**src/rtl/bexkat_lsu.sv**
```systemverilog
// rtl/bexkat_lsu.sv - load/store unit: one lane-aligned bus cycle per request with sign/zero extension
// Optional LSU_TIMEOUT_EN: abort a bus cycle after TIMEOUT consecutive waitrequest cycles.
module bexkat_lsu #(
  parameter int DW = 32,
  parameter int AW = 32
`ifdef LSU_TIMEOUT_EN
  , parameter int TIMEOUT = 255
`endif
) (
  input  logic          clk,
  input  logic          reset_n,
  input  logic          req,
  input  logic          we,
  input  logic [1:0]    size,
  input  logic          sext,
  input  logic [AW-1:0] addr,
  input  logic [DW-1:0] wdata,
  output logic          ready,
  output logic          done,
  output logic          err,
  output logic [DW-1:0] rdata,
  output logic [AW-1:0] bus_address,
  output logic          bus_read,
  output logic          bus_write,
  output logic [DW-1:0] bus_writedata,
  output logic [DW/8-1:0] bus_byteenable,
  input  logic [DW-1:0] bus_readdata,
  input  logic          bus_waitrequest
);

  localparam int NB = DW / 8;
  localparam int LB = $clog2(NB);

  typedef enum logic [1:0] {IDLE, BUS, DONE} state_t;
  state_t state;

  logic [LB-1:0] lane_q;
  logic [1:0]    size_q;
  logic          sext_q;

  function automatic logic [63:0] size_mask(input logic [1:0] s);
    case (s)
      2'd0:    size_mask = 64'h0000_0000_0000_00FF;
      2'd1:    size_mask = 64'h0000_0000_0000_FFFF;
      2'd2:    size_mask = 64'h0000_0000_FFFF_FFFF;
      default: size_mask = 64'hFFFF_FFFF_FFFF_FFFF;
    endcase
  endfunction

  logic          illegal;
  logic [2:0]    align_mask;
  logic [7:0]    be_base;
  logic [NB-1:0] be_base_n;
  logic [NB-1:0] be_in;
  logic [63:0]   wmask_in;
  logic [DW-1:0] wr_in;
  logic [63:0]   lmask;
  logic [DW-1:0] shifted;
  logic          sign;
  logic [DW-1:0] load_val;

  always_comb begin
    align_mask = 3'd0;
    be_base    = 8'h01;
    case (size)
      2'd0:    begin align_mask = 3'd0; be_base = 8'h01; end
      2'd1:    begin align_mask = 3'd1; be_base = 8'h03; end
      2'd2:    begin align_mask = 3'd3; be_base = 8'h0F; end
      default: begin align_mask = 3'd7; be_base = 8'hFF; end
    endcase
    illegal   = ((size == 2'd3) && (DW == 32)) || ((addr[2:0] & align_mask) != 3'd0);
    be_base_n = be_base[NB-1:0];
    be_in     = be_base_n << addr[LB-1:0];
    wmask_in  = size_mask(size);
    // Mask before shifting so lanes outside the access always drive zero
    wr_in     = (wdata & wmask_in[DW-1:0]) << {addr[LB-1:0], 3'b000};
  end

  always_comb begin
    shifted = bus_readdata >> {lane_q, 3'b000};
    lmask   = size_mask(size_q);
    case (size_q)
      2'd0:    sign = shifted[7];
      2'd1:    sign = shifted[15];
      2'd2:    sign = shifted[31];
      default: sign = shifted[DW-1];
    endcase
    load_val = shifted & lmask[DW-1:0];
    if (sext_q && sign) load_val = load_val | ~lmask[DW-1:0];
  end

`ifdef LSU_TIMEOUT_EN
  localparam int CW = $clog2(TIMEOUT + 1);
  logic [CW-1:0] cnt;
`endif

  always_ff @(posedge clk or negedge reset_n) begin
    if (!reset_n) begin
      state          <= IDLE;
      ready          <= 1'b1;
      done           <= 1'b0;
      err            <= 1'b0;
      rdata          <= '0;
      bus_address    <= '0;
      bus_read       <= 1'b0;
      bus_write      <= 1'b0;
      bus_writedata  <= '0;
      bus_byteenable <= '0;
      lane_q         <= '0;
      size_q         <= '0;
      sext_q         <= 1'b0;
`ifdef LSU_TIMEOUT_EN
      cnt            <= '0;
`endif
    end else begin
      case (state)
        IDLE: begin
          if (req) begin
            ready  <= 1'b0;
            lane_q <= addr[LB-1:0];
            size_q <= size;
            sext_q <= sext;
            if (illegal) begin
              state <= DONE;
              done  <= 1'b1;
              err   <= 1'b1;
            end else begin
              state          <= BUS;
              bus_read       <= !we;
              bus_write      <= we;
              bus_address    <= {addr[AW-1:LB], {LB{1'b0}}};
              bus_byteenable <= be_in;
              bus_writedata  <= wr_in;
`ifdef LSU_TIMEOUT_EN
              cnt            <= '0;
`endif
            end
          end
        end
        BUS: begin
          if (!bus_waitrequest) begin
            if (bus_read) rdata <= load_val;
            bus_read  <= 1'b0;
            bus_write <= 1'b0;
            done      <= 1'b1;
            state     <= DONE;
          end
`ifdef LSU_TIMEOUT_EN
          // This cycle is the TIMEOUT-th consecutive stall: give up
          else if (cnt == CW'(TIMEOUT - 1)) begin
            bus_read  <= 1'b0;
            bus_write <= 1'b0;
            done      <= 1'b1;
            err       <= 1'b1;
            state     <= DONE;
          end else begin
            cnt <= cnt + 1'b1;
          end
`endif
        end
        DONE: begin
          done  <= 1'b0;
          err   <= 1'b0;
          ready <= 1'b1;
          state <= IDLE;
        end
        default: state <= IDLE;
      endcase
    end
  end

endmodule

```
**config.mk**
```make
export PLATFORM = sky130hd
export DESIGN_NAME = bexkat_lsu
export DESIGN_NICKNAME = d
export VERILOG_FILES = /design/src/rtl/bexkat_lsu.sv
export SDC_FILE = /design/constraint.sdc
export NUM_CORES = 1
export LEC_CHECK = 0
export CAP_MARGIN = 20
export CORE_ASPECT_RATIO = 0.75
export CORE_UTILIZATION = 48
export CTS_CLUSTER_SIZE = 14
export DETAILED_ROUTE_END_ITERATION = 8
export PLACE_DENSITY = 0.95
export SLEW_MARGIN = 10
export SYNTH_ARGS = -nofsm -noshare
export SYNTH_HDL_FRONTEND = slang
export SYNTH_SLANG_ARGS = --single-unit
```
**constraint.sdc**
```tcl
create_clock -name clk -period 4.15 [get_ports clk]
set_clock_uncertainty 0.05 [all_clocks]
set_input_delay 0.415 -clock clk [delete_from_list [all_inputs] [get_ports clk]]
set_output_delay 0.415 -clock clk [all_outputs]
set_load 0.01 [all_outputs]
```
==> results of run 1 <==
worst max path at each step:
stage / start / to / cells past startpoint
final: lane_q[1] / rdata[27] / 3
after global routing: lane_q[1] / rdata[27] / 3
after CTS: lane_q[1] / rdata[23] / 3
after detailed placement: size[1] / bus_address[22] / 7
after global placement: size[1] / bus_address[21] / 7
after floorplan: addr[0] / bus_writedata[16] / 6
repair_timing:
item | in CTS | in global routing
hold buffers | 0 | 1
buffers inserted | 0 | 0
setup endpoints to repair | 0 | 0
hold endpoints to repair | 0 | 14
layer usage:
metal,up-vias,track usage (%),part of all wire [%]
met5,-,0,0
met4,0,6.845,1.4
met3,19,7.856,6.9
li1,2176,-,-
met1,2301,34.25,42
met2,174,45.19,49
power by group through the flow:
stage          logic (mW)  registers [mW]  clock network [mW]
2_1_floorplan       0.782            1.92                   0
3_3_place_gp         2.01            1.78                   0
3_5_place_dp         2.07            1.81                   0
4_1_cts              2.08            1.79               0.864
5_1_grt              2.21            1.85               0.904
6_report             2.07            1.79               0.850
worst max-delay path: cells and delay by family, from the launching register on:
family	cells	cell delay, ns
flops	1	0.91
mux	1	0.68
compound gates	1	0.45
simple gates	1	0.16
area by class of cell:
type	count	area (µm²)	share of cell area (%)
Sequential cell	110	2754	34.28
Tap cell	140	175.2	2.180
Inverter	13	48.80	0.6074
Clock buffer	9	225.2	2.803
Multi-Input combinational cell	356	2605	32.42
Timing Repair Buffer	215	2157	26.85
Clock inverter	7	68.82	0.8566
cells in the mapped netlist (2+ instances only):
library cell	n
o22ai_1	8
or3b_1	2
inv_1	13
buf_1	4
nand2b_1	9
mux2_4	29
buf_2	15
o21ai_0	21
o21a_1	2
mux2_2	42
dfrtp_1	109
nor2b_1	11
nand3_1	35
a221oi_1	8
buf_4	2
nor2_1	35
clkbuf_1	15
a21oi_1	24
a22oi_1	8
buf_6	5
nand2_1	59
or2_2	2
mux2i_1	33
and2_1	8
state kept, by name, indices dropped and copies added (netlist names):
register	flops
err	1
bus_write	1
ready	1
size_q	2
bus_address	30
bus_read	1
done	1
bus_writedata	32
sext_q	1
bus_byteenable	4
lane_q	2
rdata	32
state	2
per-stage QoR:
stage	cells	power (mW)
floorplan	520	2.700
global placement	832	3.783
detailed placement	832	3.873
CTS	848	4.735
global route	850	4.962
finish	850	4.711
logic make-up after synthesis:
group	count (synthesis)	synth area share, %
xor gates and xnor gates	1	0.1560
AOI/OAI and AO/OA	81	9.539
DFF	110	49.05
muxes	105	22.46
and+or+nand+nor	167	13.97
other	1	0.06680
buffers and inverters	54	4.747
==> results.json, run 1 <==
{
  "status": "finished, final reports clean",
  "rows": 33,
  "vias": 4670,
  "initial_utilization_pct": 50.36,
  "synth_edf_count": 0,
  "drv_cap": 0,
  "gp_congestion": 0.9382,
  "slew_headroom_pct": 36.99,
  "cts.sinks": 110,
  "antenna_found_initial": 0,
  "coreArea_um2": 11150,
  "synth_top_cell_by_area": "dfrtp_1",
  "critPathMaxFanout": 28,
  "whs_endpoint": "rdata[5]",
  "max_stage_delay_ns": 0.91,
  "min_path_type": "reg2reg",
  "clk_pin_slew_worst_paths_ns": 0.08,
  "io_pins": 209,
  "area_growth_pct": 43.10,
  "die_w_um": 126.9,
  "netlist_area_um2": 5614,
  "dp_slack_ns": 1.407,
  "p_leak_nw": 3.580,
  "final_cell_mix": "clkdlybuf4s50_1, dfrtp_1, nand2_1",
  "layout.nets": 809,
  "synth_area_leaders": "dfrtp_1, mux2_2, mux2_4",
  "final_common_cell": "clkdlybuf4s50_1",
  "arrival_ns": 2.55,
  "viasPerCell": 5.494,
  "fp.dieH_um": 95.66,
  "fin_area_um2": 8034,
  "p_int_mw": 3.129,
  "swShare_pct": 33.59,
  "num-fill-cells": 768,
  "drt_iter0_drc": 313,
  "reg2reg_from": "lane_q[1]",
  "drc": 0,
  "final_layout_size_suffix_gt1_share_pct": 15.07,
  "hold_path_depth": 2,
  "place_area_um2": 7702,
  "route.antenna.remaining_nets": 0,
  "pwr-share-clk_pct": 18.0,
  "cts_tree": "yes",
  "p_comb_share_pct": 44.0,
  "clock_latency_ns": 0.34,
  "worstReg2RegEnd": "rdata[27]",
  "yosys_register_bits": 110,
  "synth-main-ff-cell": "dfrtp_1",
  "worstMarginPinSlew_ns": 0.9442,
  "dr.pass1.iters": 5,
  "slowest_stage": "dfrtp_1",
  "powerDensity_nw_per_um2": 586.4,
  "wirelength_mm": 15.79,
  "ctsResizeCount": 0,
  "end_kind": "flip-flop",
  "worstRegToRegCells": 3,
  "synthArstFlopShare_pct": 100.0,
  "holdWs_ns": 0.4312,
  "required_ns": 4.29,
  "grt.overflow.total": 0,
  "crit_chain": "mux4_2, o211ai_4, nand3_1",
  "grt_pass1_wl_mm": 24.92,
  "fin_setup_tns_ns": 0,
  "worstHoldStart": "rdata[5]",
  "rsz0062_at_grt": "no",
  "ir_worst_vdd_mv": 0.3486,
  "synthCells": 519,
  "die_area_um2": 12140,
  "fin_util_pct": 72.07,
  "setup_viol_count_final": 0,
  "wl_per_cell_um": 18.58,
  "root_buffer": "clkbuf_16",
  "fmax_mhz": 414.6,
  "grt_usage_pct": 26.86,
  "antennaDiodeCount": 0,
  "dp_hpwl_mm": 11.91,
  "yosys_warnings": 0,
  "p_sw_mw": 1.582,
  "synth.avg_cell_area_um2": 10.82,
  "fin_ws_ns": 1.738,
  "numPortBuffers": 206,
  "ys_types": 44,
  "clk_path_buf_depth": 2,
  "maxSlewViolCount": 0,
  "yosysTopAreaCellShare_pct": 48.58,
  "grt_pass1_vias": 4787,
  "min_period_ns": 2.412,
  "numCtsBuffers": 9,
  "yosysSeqAreaShare_pct": 49.05,
  "crit_path_start_kind": "flip-flop",
  "grt_max_degree": 82,
  "sequentialPowerShare_pct": 38.0,
  "r2r_slack_ns": 1.74,
  "fin_crit_sh_pct": 58.12,
  "worstSetupPathType": "reg2reg",
  "hold_viol_final": 0,
  "htreeDepth": 3
}
Power figures use the tool's default switching activity.
==> inputs of run 2 (changes only) <==
CORE_UTILIZATION = 45   (was 48)
PLACE_DENSITY = 0.92   (was 0.95)
clock period = 2.27 ns   (was 4.15 ns; I/O delays follow)
==> run 2 against run 1 <==
First-iteration DRC count is 11% higher. Register-to-register slack worse by 1.3 ns. Cell count is 4.7% higher. Routed wire length is 4.1% higher. Largest power group unchanged. Highest routed layer unchanged.
==> results.json, run 2 (synthesized netlist as in run 1, its figures left out) <==
{
  "crit_chain": "clkdlybuf4s50_1, or2_2, a22oi_1, o22ai_1, mux2_4",
  "coreArea_um2": 11870,
  "antenna_found_initial": 2,
  "slew_headroom_pct": 64.27,
  "crit_path_start_kind": "input pin",
  "powerDensity_nw_per_um2": 1064,
  "die_area_um2": 12930,
  "crit_path_end": "bus_writedata[27]",
  "final_cell_mix": "clkdlybuf4s50_1, dfrtp_1, nand2_1",
  "layout.cells.non_filler": 890,
  "numPortBuffers": 206,
  "final_layout_size_suffix_gt1_share_pct": 17.06,
  "worstSetupPathType": "in2reg",
  "root_buffer": "clkbuf_16",
  "final_common_cell": "clkdlybuf4s50_1",
  "critPathTopFamily": "buffers and inverters",
  "fin_crit_sh_pct": 79.54,
  "cts.sinks": 110,
  "clk_pin_slew_worst_paths_ns": 0.08,
  "maxSlewViolCount": 0,
  "reg2reg_from": "state[1]",
  "fin_ws_ns": 0.4645,
  "arrival_ns": 2.00,
  "ir_worst_vdd_mv": 0.5429,
  "grt.met1_usage_pct": 34.36,
  "status": "finished, final reports clean",
  "min_path_type": "in2async",
  "dp_slack_ns": 0.1332,
  "crit_start": "size[0]",
  "fmax_mhz": 553.9,
  "grt_pass1_vias": 4875,
  "crit_buf_inv": 1,
  "drc": 0,
  "route.antenna.remaining_nets": 0,
  "grt.overflow.total": 0,
  "drt_iter0_drc": 348,
  "grtUsageMet2_pct": 41.80,
  "fp.dieH_um": 98.73,
  "end_kind": "flip-flop",
  "worstSetupPathDepth": 5,
  "fin_setup_tns_ns": 0,
  "vias": 4850,
  "hold_viol_final": 0,
  "wl_per_cell_um": 18.47,
  "io_pins": 209,
  "htreeDepth": 3,
  "critPathMaxFanout": 8,
  "dp_hpwl_mm": 12.80,
  "holdWs_ns": 0.3701,
  "min_period_ns": 1.806,
  "clock_latency_ns": 0.34,
  "cts_tree": "yes",
  "finalPower_mw": 8.712,
  "numCtsBuffers": 9,
  "ctsResizeCount": 0,
  "p_leak_nw": 3.667,
  "viasPerCell": 5.449,
  "use_met3_pct": 8.143,
  "grt_usage_pct": 26.27,
  "top_usage_layer": "met2",
  "initial_utilization_pct": 47.30,
  "gp_congestion": 0.9347,
  "placedCellCount": 872,
  "rsz0062_at_grt": "no",
  "fin_util_pct": 69.00,
  "grt_pass1_wl_mm": 25.85,
  "area_growth_pct": 45.87,
  "place_area_um2": 7865,
  "drv_cap": 0,
  "setup_viol_count_final": 0,
  "wirelength_mm": 16.44,
  "worstRegToRegCells": 4,
  "die_w_um": 131.0,
  "slowest_stage": "clkdlybuf4s50_1",
  "dr.pass1.iters": 5,
  "r2r_slack_ns": 0.47,
  "fin_area_um2": 8189,
  "required_ns": 2.46,
  "grt_max_degree": 40,
  "cts_setup_buffers": 0,
  "worstMarginPinSlew_ns": 0.5360,
  "reg.largest.list": "bus_writedata: 32 flops, rdata: 32 flops, bus_address: 30 flops",
  "worstReg2RegEnd": "bus_byteenable[3]",
  "rows": 34,
  "layout.nets": 826,
  "max_stage_delay_ns": 0.55,
  "clk_path_buf_depth": 2
}
## run 2: cell types whose count changed in the layout (fill, tap and decap cells not counted)
cell        change
inv_6           +1
clkinv_4        -1
clkinvlp_4      -2
buf_16          -1
clkinv_8        +2
diode_2         +1
buf_4          +18
## run 2: worst min path at each step
stage / from / end / slack (ns)
detailed placement: reset_n / bus_writedata[30] / 0.20
floorplan: reset_n / bus_address[10] / -0.12
global route: reset_n / bus_writedata[30] / 0.41
finish: reset_n / bus_writedata[30] / 0.37
global placement: reset_n / bus_writedata[30] / 0.19
CTS: reset_n / bus_writedata[30] / 0.36
## run 2: timing repair
item,4_1_cts,5_1_grt
hold endpoints to repair,34,0
setup endpoints to repair,0,0
hold buffers,1,0
## run 2: power by group
group | internal (mW) | switching (mW)
clock network | 0.794 | 0.800
logic | 2.26 | 1.62
registers | 2.73 | 0.515
## run 2: layout make-up
| type | count | area (µm²) |
|---|---|---|
| tap | 162 | 202.7 |
| sequential | 110 | 2754 |
| antenna | 1 | 2.502 |
| clock inverter | 7 | 86.33 |
| clock buffer | 9 | 225.2 |
| multi-input combinational | 356 | 2605 |
| inverter | 13 | 48.80 |
| timing repair buffer | 232 | 2265 |
| fill | 857 | 3680 |
## run 2: per-layer routing
metal / routed length (µm) / up-vias
met4: 297 / 0
met2: 7896 / 221
li1: - / 2209
met1: 6842 / 2391
met3: 1399 / 29
met5: 0 / -
